==> src/rtl/morse_encode_word.sv <==
// morse_encode_word: sends a packed word buffer as a Morse on/off key.
// Leading spaces are skipped combinationally on accept, so the first mark
// starts on the first ce tick. While a character is keyed, the next one is
// prefetched through the external lookup, so gaps need no extra ticks.

`ifndef CHAR_W
`define CHAR_W 6
`endif
`ifndef MAX_CHARS
`define MAX_CHARS 4
`endif
`ifndef MAX_MORSE_LEN
`define MAX_MORSE_LEN 6
`endif
`ifndef MORSE_LEN_W
`define MORSE_LEN_W 3
`endif
`ifndef CHAR_CODE_SPACE
`define CHAR_CODE_SPACE 6'd36
`endif

module morse_encode_word (
  input  logic                           clk,
  input  logic                           rst,
  input  logic                           ce,
  input  logic                           start,
  input  logic [`CHAR_W*`MAX_CHARS-1:0]  word,
  output logic                           busy,
  output logic                           key,
  output logic                           done,
  output logic                           error,
  output logic [`CHAR_W-1:0]             lookup_char,
  input  logic [`MORSE_LEN_W-1:0]        lookup_len,
  input  logic [`MAX_MORSE_LEN-1:0]      lookup_dits_dahs
);

  localparam int CW = `CHAR_W;
  localparam int NC = `MAX_CHARS;
  localparam int LW = `MORSE_LEN_W;
  localparam int PW = `MAX_MORSE_LEN;
  localparam int IW = (NC > 1) ? $clog2(NC) : 1;
  localparam logic [CW-1:0] SPACE = `CHAR_CODE_SPACE;

  typedef enum logic [2:0] {IDLE, SEEK, MARK, EGAP, CGAP, WGAP} state_t;

  state_t             state_q;
  logic [CW*NC-1:0]   word_q;
  logic [IW-1:0]      idx_q;        // slot of the character in lookup_char_q
  logic               cand_q;       // lookup_char_q holds a real (non-space) slot
  logic [CW-1:0]      lookup_char_q;
  logic [PW-1:0]      pat_q;
  logic [LW-1:0]      el_q;
  logic [2:0]         cnt_q;        // ce ticks left in the current unit run
  logic [PW-1:0]      nxt_pat_q;
  logic [LW-1:0]      nxt_len_q;
  logic               nxt_ok_q;     // prefetched known character waiting
  logic               nxt_sep_q;    // space/unknown lies before the prefetched char
  logic               sep_q;        // space/unknown seen since the last prefetch
  logic               busy_q;
  logic               key_q;
  logic               done_q;
  logic               error_q;

  function automatic logic [CW-1:0] char_at(input logic [CW*NC-1:0] w,
                                            input logic [IW-1:0] i);
    return w[int'(i)*CW +: CW];
  endfunction

  // {found, index} of the highest non-space slot strictly below limit
  function automatic logic [IW:0] scan_below(input logic [CW*NC-1:0] w,
                                             input logic [IW:0] limit);
    logic [IW:0] r;
    r = '0;
    for (int j = 0; j < NC; j++) begin
      if (j < int'(limit) && w[j*CW +: CW] != SPACE) r = {1'b1, IW'(j)};
    end
    return r;
  endfunction

  function automatic logic [2:0] unit_len(input logic dah);
    return dah ? 3'd3 : 3'd1;
  endfunction

  logic [IW:0]   top_scan;
  logic [IW:0]   adv_scan;
  logic          adv_found;
  logic          adv_skip;
  logic [IW-1:0] adv_idx;
  logic [CW-1:0] top_char;
  logic [CW-1:0] adv_char;
  logic          fetch_en;

  assign top_scan  = scan_below(word, (IW+1)'(NC));
  assign top_char  = top_scan[IW] ? char_at(word, top_scan[IW-1:0]) : SPACE;
  assign adv_scan  = scan_below(word_q, {1'b0, idx_q});
  assign adv_found = adv_scan[IW];
  assign adv_idx   = adv_scan[IW-1:0];
  assign adv_char  = adv_found ? char_at(word_q, adv_idx) : SPACE;
  // skipped spaces between the current slot and the next real one
  assign adv_skip  = adv_found && (adv_idx != idx_q - IW'(1));
  assign fetch_en  = (state_q inside {MARK, EGAP, CGAP, WGAP}) && cand_q && !nxt_ok_q;

  // Transmit FSM plus the lookup prefetch that runs alongside it
  always_ff @(posedge clk or posedge rst) begin
    if (rst) begin
      state_q       <= IDLE;
      word_q        <= '0;
      idx_q         <= '0;
      cand_q        <= 1'b0;
      lookup_char_q <= SPACE;
      pat_q         <= '0;
      el_q          <= '0;
      cnt_q         <= '0;
      nxt_pat_q     <= '0;
      nxt_len_q     <= '0;
      nxt_ok_q      <= 1'b0;
      nxt_sep_q     <= 1'b0;
      sep_q         <= 1'b0;
      busy_q        <= 1'b0;
      key_q         <= 1'b0;
      done_q        <= 1'b0;
      error_q       <= 1'b0;
    end else begin
      done_q <= 1'b0;

      // Prefetch: resolve the next slot while the current character is keyed.
      if (fetch_en) begin
        if (lookup_len == '0) begin
          error_q <= 1'b1;
          sep_q   <= 1'b1;
        end else begin
          nxt_pat_q <= lookup_dits_dahs;
          nxt_len_q <= lookup_len;
          nxt_ok_q  <= 1'b1;
          nxt_sep_q <= sep_q;
          sep_q     <= adv_skip;
        end
        idx_q         <= adv_idx;
        cand_q        <= adv_found;
        lookup_char_q <= adv_char;
      end

      case (state_q)
        IDLE: begin
          if (start) begin
            word_q        <= word;
            error_q       <= 1'b0;
            busy_q        <= 1'b1;
            nxt_ok_q      <= 1'b0;
            sep_q         <= 1'b0;
            idx_q         <= top_scan[IW-1:0];
            cand_q        <= top_scan[IW];
            lookup_char_q <= top_char;
            state_q       <= SEEK;
          end
        end

        SEEK: begin
          if (cand_q && lookup_len == '0) begin
            // leading unknown: flag it and move on without keying anything
            error_q       <= 1'b1;
            idx_q         <= adv_idx;
            cand_q        <= adv_found;
            lookup_char_q <= adv_char;
            if (ce && !adv_found) begin
              busy_q  <= 1'b0;
              done_q  <= 1'b1;
              state_q <= IDLE;
            end
          end else if (ce) begin
            if (cand_q) begin
              pat_q         <= lookup_dits_dahs;
              el_q          <= lookup_len - LW'(1);
              cnt_q         <= unit_len(lookup_dits_dahs[lookup_len - LW'(1)]);
              key_q         <= 1'b1;
              state_q       <= MARK;
              sep_q         <= adv_skip;
              idx_q         <= adv_idx;
              cand_q        <= adv_found;
              lookup_char_q <= adv_char;
            end else begin
              // nothing sendable: no marks and no word gap
              busy_q  <= 1'b0;
              done_q  <= 1'b1;
              state_q <= IDLE;
            end
          end
        end

        MARK: begin
          if (ce) begin
            if (cnt_q == 3'd1) begin
              key_q <= 1'b0;
              if (el_q == '0) begin
                cnt_q   <= 3'd3;
                state_q <= CGAP;
              end else begin
                el_q    <= el_q - LW'(1);
                cnt_q   <= 3'd1;
                state_q <= EGAP;
              end
            end else begin
              cnt_q <= cnt_q - 3'd1;
            end
          end
        end

        EGAP: begin
          if (ce) begin
            key_q   <= 1'b1;
            cnt_q   <= unit_len(pat_q[el_q]);
            state_q <= MARK;
          end
        end

        // CGAP's three units are also the first three of any word gap;
        // WGAP supplies the remaining four.
        CGAP: begin
          if (ce) begin
            if (cnt_q == 3'd1) begin
              if (nxt_ok_q && !nxt_sep_q) begin
                pat_q    <= nxt_pat_q;
                el_q     <= nxt_len_q - LW'(1);
                cnt_q    <= unit_len(nxt_pat_q[nxt_len_q - LW'(1)]);
                key_q    <= 1'b1;
                nxt_ok_q <= 1'b0;
                state_q  <= MARK;
              end else begin
                cnt_q   <= 3'd4;
                state_q <= WGAP;
              end
            end else begin
              cnt_q <= cnt_q - 3'd1;
            end
          end
        end

        WGAP: begin
          if (ce) begin
            if (cnt_q == 3'd1) begin
              if (nxt_ok_q) begin
                pat_q    <= nxt_pat_q;
                el_q     <= nxt_len_q - LW'(1);
                cnt_q    <= unit_len(nxt_pat_q[nxt_len_q - LW'(1)]);
                key_q    <= 1'b1;
                nxt_ok_q <= 1'b0;
                state_q  <= MARK;
              end else if (!cand_q) begin
                busy_q  <= 1'b0;
                done_q  <= 1'b1;
                state_q <= IDLE;
              end
            end else begin
              cnt_q <= cnt_q - 3'd1;
            end
          end
        end

        default: state_q <= IDLE;
      endcase
    end
  end

  assign busy        = busy_q;
  assign key         = key_q;
  assign done        = done_q;
  assign error       = error_q;
  assign lookup_char = lookup_char_q;

endmodule

==> config.mk <==
export PLATFORM = sky130hd
export DESIGN_NAME = morse_encode_word
export DESIGN_NICKNAME = d
export VERILOG_FILES = /design/src/rtl/morse_encode_word.sv
export SDC_FILE = /design/constraint.sdc
export NUM_CORES = 1
export LEC_CHECK = 0
export CAP_MARGIN = 20
export CORE_ASPECT_RATIO = 1.25
export CORE_MARGIN = 3
export CORE_UTILIZATION = 60
export CTS_BUF_LIST = sky130_fd_sc_hd__clkbuf_4
export DETAILED_ROUTE_END_ITERATION = 8
export PLACE_DENSITY = 0.83
export REMOVE_ABC_BUFFERS = 1
export SYNTH_ARGS = -nofsm -noshare
export SYNTH_HDL_FRONTEND = slang
export SYNTH_SLANG_ARGS = --single-unit
==> constraint.sdc <==
create_clock -name clk -period 3.7 [get_ports clk]
set_input_delay 0.37 -clock clk [delete_from_list [all_inputs] [get_ports clk]]
set_output_delay 0.37 -clock clk [all_outputs]
set_load 0.01 [all_outputs]
# Yosys cells after proc, flatten, opt, wreduce, memory -nomap -nowiden
# Index checks and enable logic that the tools add are counted.
# totals
register_bits,64
in_bits,37
output_inout_bits,10
word_cells,236
# op_classes
addsub,5
multipliers,2
order_cmp,6
n_eq_ne,33
n_shift,2
muxes,142
bitwise_logic,1
n_reduce_logical,28
# ops
cell,n
3-bit two-way mux,46
6-bit two-way mux,16
1-bit two-way mux,54
24-bit by 6-bit variable part select with 6-bit output,2
"6-bit inequality test, second input constant",7
13-bit AND reduction,2
"2-bit inequality test, second input constant",11
2-bit two-way mux,10
3-bit one-hot mux with 6 select lines,1
6-bit one-hot mux with 3 select lines,1
3-bit one-hot mux with 5 select lines,1
"3-bit by 4-bit less-than comparator with 1-bit output, second input constant",3
"3-bit inequality test, second input constant",4
3-bit one-hot mux with 4 select lines,1
6-bit one-hot mux with 2 select lines,1
"3-bit by 1-bit subtractor with 3-bit output, second input constant",4
11-bit AND reduction,1
10-bit AND reduction,1
1-bit binary-select mux with 3-bit select,3
1-bit logical AND,9
3-bit logical NOT,3
9-bit AND reduction,1
"2-bit by 2-bit multiplier with 4-bit output, second input constant",2
"2-bit by 1-bit inequality test with 1-bit output, second input constant",4
18 further kinds,31

# Logic depth before layout (Yosys ltp)
# depth
ltp_word,13
depth_mapped,9
depth_no_buf,8

# Worst setup path after synthesis
# No wires, ideal clock.
# synth_timing
path_type,reg2reg
from,register cnt_q[1]
to,register pat_q[0]
setup_ns,0.082
arrival_ns,1.816
required_time_ns,3.618
setup_slack_ns,1.802
stages_incl_launch_ff,10
path_buffers,1
period_less_slack_ns,1.898
path_cell_list,dfrtp_1 > inv_1 > ha_1 > and2b_1 > nand2_1 > o32a_1 > nor2_2 > buf_2 > nor2_1 > a31oi_1
# synth_between
elab_chain_len,3
word_cells_on_any_way,4
classes_between,eq/ne: 3; reduce/logical: 1
# synth_rtl
element,line,text
start: declaration,53,logic [2:0] cnt_q;
start signal: assignment,174,cnt_q <= unit_len(lookup_dits_dahs[lookup_len - LW'(1)]);
start signal: assignment,203,cnt_q <= cnt_q - 3'd1;
start signal: assignment,211,cnt_q <= unit_len(pat_q[el_q]);
3-bit by 1-bit equality test with 1-bit output *,"220, 240",
2-bit by 1-bit inequality test with 1-bit output (no source line),-,
10-bit AND reduction (no source line) *,-,
end signal: assignment,172,pat_q <= lookup_dits_dahs;
end signal: assignment,222,pat_q <= nxt_pat_q;
end signal: assignment,242,pat_q <= nxt_pat_q;
end: declaration,51,logic [PW-1:0] pat_q;
# Mark *: on every way between the ends. The rest lies on a longest branch, timed or not.
# A chain may end at the register's enable or synchronous reset.

# Worst setup path in the final report
# layout_timing
from,register state_q[1]
to,register idx_q[1]
# layout_between
elab_chain_len,9
word_cells_on_any_way,15
classes_between,eq/ne: 5; mux: 6; reduce/logical: 4
# layout_rtl
element,line,text
start: declaration,46,state_t state_q;
start signal: assignment,106,state_q <= IDLE;
start signal: assignment,154,state_q <= SEEK;
start signal: assignment,168,state_q <= IDLE;
3-bit by 2-bit equality test with 1-bit output or 3-bit equality test (tied branches),101,"assign fetch_en = (state_q inside {MARK, EGAP, CGAP, WGAP}) && cand_q && !nxt_ok_q;"
4-bit nonzero test,101,
1-bit logical AND (2 in a row),101,
2-bit two-way mux,127,if (fetch_en) begin
2-bit two-way mux,171,if (cand_q) begin
2-bit two-way mux,170,end else if (ce) begin
2-bit two-way mux,159,if (cand_q && lookup_len == '0) begin
2-bit one-hot mux with 2 select lines *,143,case (state_q)
end signal: assignment,151,idx_q <= top_scan[IW-1:0];
end signal: assignment,162,idx_q <= adv_idx;
end signal: assignment,178,idx_q <= adv_idx;
end: declaration,48,logic [IW-1:0] idx_q;
# Marked as above.

==> results.tsv <==
stage	metric	value	unit
logic_synthesis	Yosys top cell by area	dfrtp_1	
logic_synthesis	Cells after Synth	416	
logic_synthesis	synth top area cells	dfrtp_1 (39%), nand2_1 (9.2%), o21ai_0 (3.8%)	
sta	Setup-failing EPs final	0	
placed_design	HPWL Detailed	6950	µm
critical_path	delay-heaviest family, CP	simple AND/OR/NAND/NOR gates	
final_layout	number of nets in the layout	507	
die	CORE AREA	5590	µm²
routing	drt via density	6.45	
sta	endpoints failing hold	0	
routing	DR vias	3414	
critical_path	crit path from	state_q[1]$_DFFE_PP0P_	
critical_path	R2R setup slack	1.24	ns
critical_path	CP max-delay cell	dfrtp_1	
final_layout	layout cell share with drive strength beyond 1	9.68	%
sta	setup_tns	0	ns
routing	final WL	9310	µm
cts	CTS Buf Count	9	
sta	final setup margin	1.24	ns
logic_synthesis	top_reg_cell synth	dfrtp_1	
cts	root buf cell	clkbuf_4	
critical_path	CP Cell Sequence	nand2b_1 -> nand2_1 -> nand3b_1 -> o21ai_0 -> a222oi_1 -> inv_1	
cts	Reg clk slew, reported paths	0.10	ns
pwr	Net Switching	1.61	mW
logic_synthesis	async set-reset flop share out of synthesis	100	%
sta	Slew Viols, Final	0	
grt	all-layer global routing usage	28.8	%
die	Die Ht	92.5	µm
critical_path	Req. time, crit path	3.97	ns
critical_path	CP max FO	17	
pwr	P_int	2.04	mW
final_layout	Final Instance Area	4280	µm²
grt	largest net degree at the start of global routing	50	
critical_path	Critical Path End Type	register	
cts	postcts setup bufs	0	
critical_path	worst path bufs/invs	1	
pwr	maximum VDD drop	0.420	mV
pwr	Net Sw Frac	44.1	%
pwr	power density cells	852	nW/µm²
die	die area	6960	µm²
grt	grt ovf	0	
cts	CTS sink cnt	58	
sta	Final Cycle Share	66.4	%
routing	Pre-antenna DRT Iters	6	
critical_path	startpoint of the worst register-to-register path	state_q[1]$_DFFE_PP0P_	
routing	Routed Antenna Nets	0	
sta	Fmax	0.407	GHz
sta	Fin Hold WS	0.192	ns
grt	initial antenna violation count	0	
routing	First DRT Iteration DRCs	291	
critical_path	CP endpoint	idx_q[1]$_DFF_PP0_	
final_layout	Area growth syn-to-layout	19.1	%
run	Max-Cap Viols	0	
hold_path	hold crit path type	in -> async	
cts	H-tree Lvls	3	
grt	vias in the first global route	3411	
critical_path	CP max stage delay	0.68	ns
pwr	total leakage power	1.87	nW
logic_synthesis	Avg Cell Area, Syn	8.63	µm²
cts	worst-skew pair later-pin latency	0.40	ns
routing	mean routed wirelength per cell	17.6	µm
placed_design	dpl cells	512	
logic_synthesis	sequential share of the synthesized area	40.5	%
critical_path	FF-to-FF End	idx_q[1]$_DFF_PP0_	
cts	post-cts repair resize count	0	
pwr	Clock power frac	14.8	%
sta	unrepaired setup endpoints after global routing	no	
die	width of the die	75.2	µm
sta	Slew headroom	51.3	%
logic_synthesis	Yosys reg bits	58	
sta	Worst Clk Skew	0.0136	ns
cts	Max clock buf depth	2	
logic_synthesis	YS warnings	0	
logic_synthesis	Post-synth top cells	nand2_1 (88), dfrtp_1 (56), nor2_1 (33)	
placed_design	Setup WS pre-CTS	0.959	ns
logic_synthesis	Post-synth EDFFs	0	
critical_path	CP Class	reg -> reg	
placed_design	Post-DP Area	4090	µm²
sta	measured slew at the worst slew-check pin	0.727	ns
critical_path	critical path depth	6	
logic_synthesis	count leader, synth	nand2_1	
die	starting utilization of the core area	64.2	%
grt	first-pass GRT wire length	15500	µm
critical_path	Critical Path Start Type	register	
routing	DRC errors left	0	
critical_path	R2R cell count	6	
logic_synthesis	Synth top area share	39.0	%
critical_path	CP arrival	2.73	ns
final_layout	final std cells w/o fill	529	
cts	CTS tree	done	
pwr	Comb power frac	50.0	%
placed_design	IO buf count	46	
sta	Final Critical Period	2.46	ns
placed_design	RePlAce Congestion	0.919	
logic_synthesis	Mapped Area	3590	µm²
die	io pins	47	
final_layout	ANT cells	0	
logic_synthesis	library cells used by synthesis	66	
cts	# hold bufs at CTS	0	
status	status	complete, no violations	
die	Rows	30	
pwr	power share of the sequential group	35.2	%
power groups by stage:
| stage | clock network [mW] | logic, mW | registers (mW) |
|---|---|---|---|
| final | 0.538 | 1.82 | 1.28 |
| after CTS | 0.543 | 1.80 | 1.28 |
| after floorplan | 0 | 1.26 | 1.21 |
| after global placement | 0 | 1.72 | 1.28 |
| after detailed placement | 0 | 1.78 | 1.28 |
| after global routing | 0.579 | 2.02 | 1.33 |
flip-flops by register name, indices dropped and copies added (netlist names):
| register | flops |
|---|---|
| cand_q | 1 |
| lookup_char | 6 |
| error | 1 |
| busy | 1 |
| sep_q | 1 |
| key | 1 |
| nxt_len_q | 3 |
| pat_q | 6 |
| el_q | 3 |
| state_q | 3 |
| idx_q | 2 |
| done | 1 |
| word_q | 18 |
| nxt_pat_q | 6 |
| nxt_sep_q | 1 |
| cnt_q | 3 |
| nxt_ok_q | 1 |
per-stage QoR:
stage	power [mW]	utilization, %
after CTS	3.62	76.1
after detailed placement	3.06	73.2
after global routing	3.92	76.5
after global placement	3.00	73.2
final	3.64	76.5
after floorplan	2.47	-
routing by layer:
metal  wire length, µm  GRT usage, %
met5                 0             0
met4               375          12.5
met3               513          5.97
met2              4790          49.3
met1              3640          33.9
cell families (layout without fill, tap and decap cells):
group	Yosys count	in the layout	share of synthesized area (%)
AOI/OAI and AO/OA	117	117	22.8
xor gates and xnor gates	2	2	0.488
adders and majority gates	10	10	3.48
buffers and inverters	44	93	4.77
DFF	58	58	40.5
muxes	14	14	5.26
and+or+nand+nor	171	171	22.7
worst min-delay path by stage:
stage          slack (ns)                     to            startpoint  cells after the start
2_1_floorplan        0.44   cnt_q[1]$_DFFE_PP0P_  cnt_q[1]$_DFFE_PP0P_                      2
3_3_place_gp         0.47   cnt_q[1]$_DFFE_PP0P_  cnt_q[1]$_DFFE_PP0P_                      2
3_5_place_dp         0.48   cnt_q[2]$_DFFE_PP0P_  cnt_q[2]$_DFFE_PP0P_                      1
4_1_cts              0.50   cnt_q[2]$_DFFE_PP0P_  cnt_q[2]$_DFFE_PP0P_                      1
5_1_grt              0.17  word_q[1]$_DFFE_PP0P_                   rst                      2
6_report             0.19  word_q[1]$_DFFE_PP0P_                   rst                      2
cells in the final DEF, fill, tap and decap left out, types with 6 or more instances in the layout:
cell type        instances
nor2_1                  33
dfrtp_1                 56
ha_1                    10
a21oi_1                 14
mux2_2                   9
o22ai_1                  6
inv_1                   24
clkbuf_4                12
nand3_1                  7
a31oi_1                 13
nand2_1                 88
nand2b_1                12
clkdlybuf4s50_1         46
o31ai_1                  6
o21ai_0                 27
nor2b_1                  6
area by class of cell:
class / instances / area, µm²
multi-input cells: 314 / 1970
clock buffers: 12 / 90.1
fillers: 423 / 1320
repair buffers: 52 / 518
well taps: 64 / 80.1
clock inverters: 4 / 76.3
inverters: 25 / 93.8
flip-flops and latches: 58 / 1450
worst reg2reg max path: stages (launching register included):
cell and delay (ns):
dfrtp_1 0.68, nand2b_1 0.59, nand2_1 0.24, nand3b_1 0.17, o21ai_0 0.23, a222oi_1 0.36, inv_1 0.07
No activity file was read; power rests on OpenSTA's default activity.
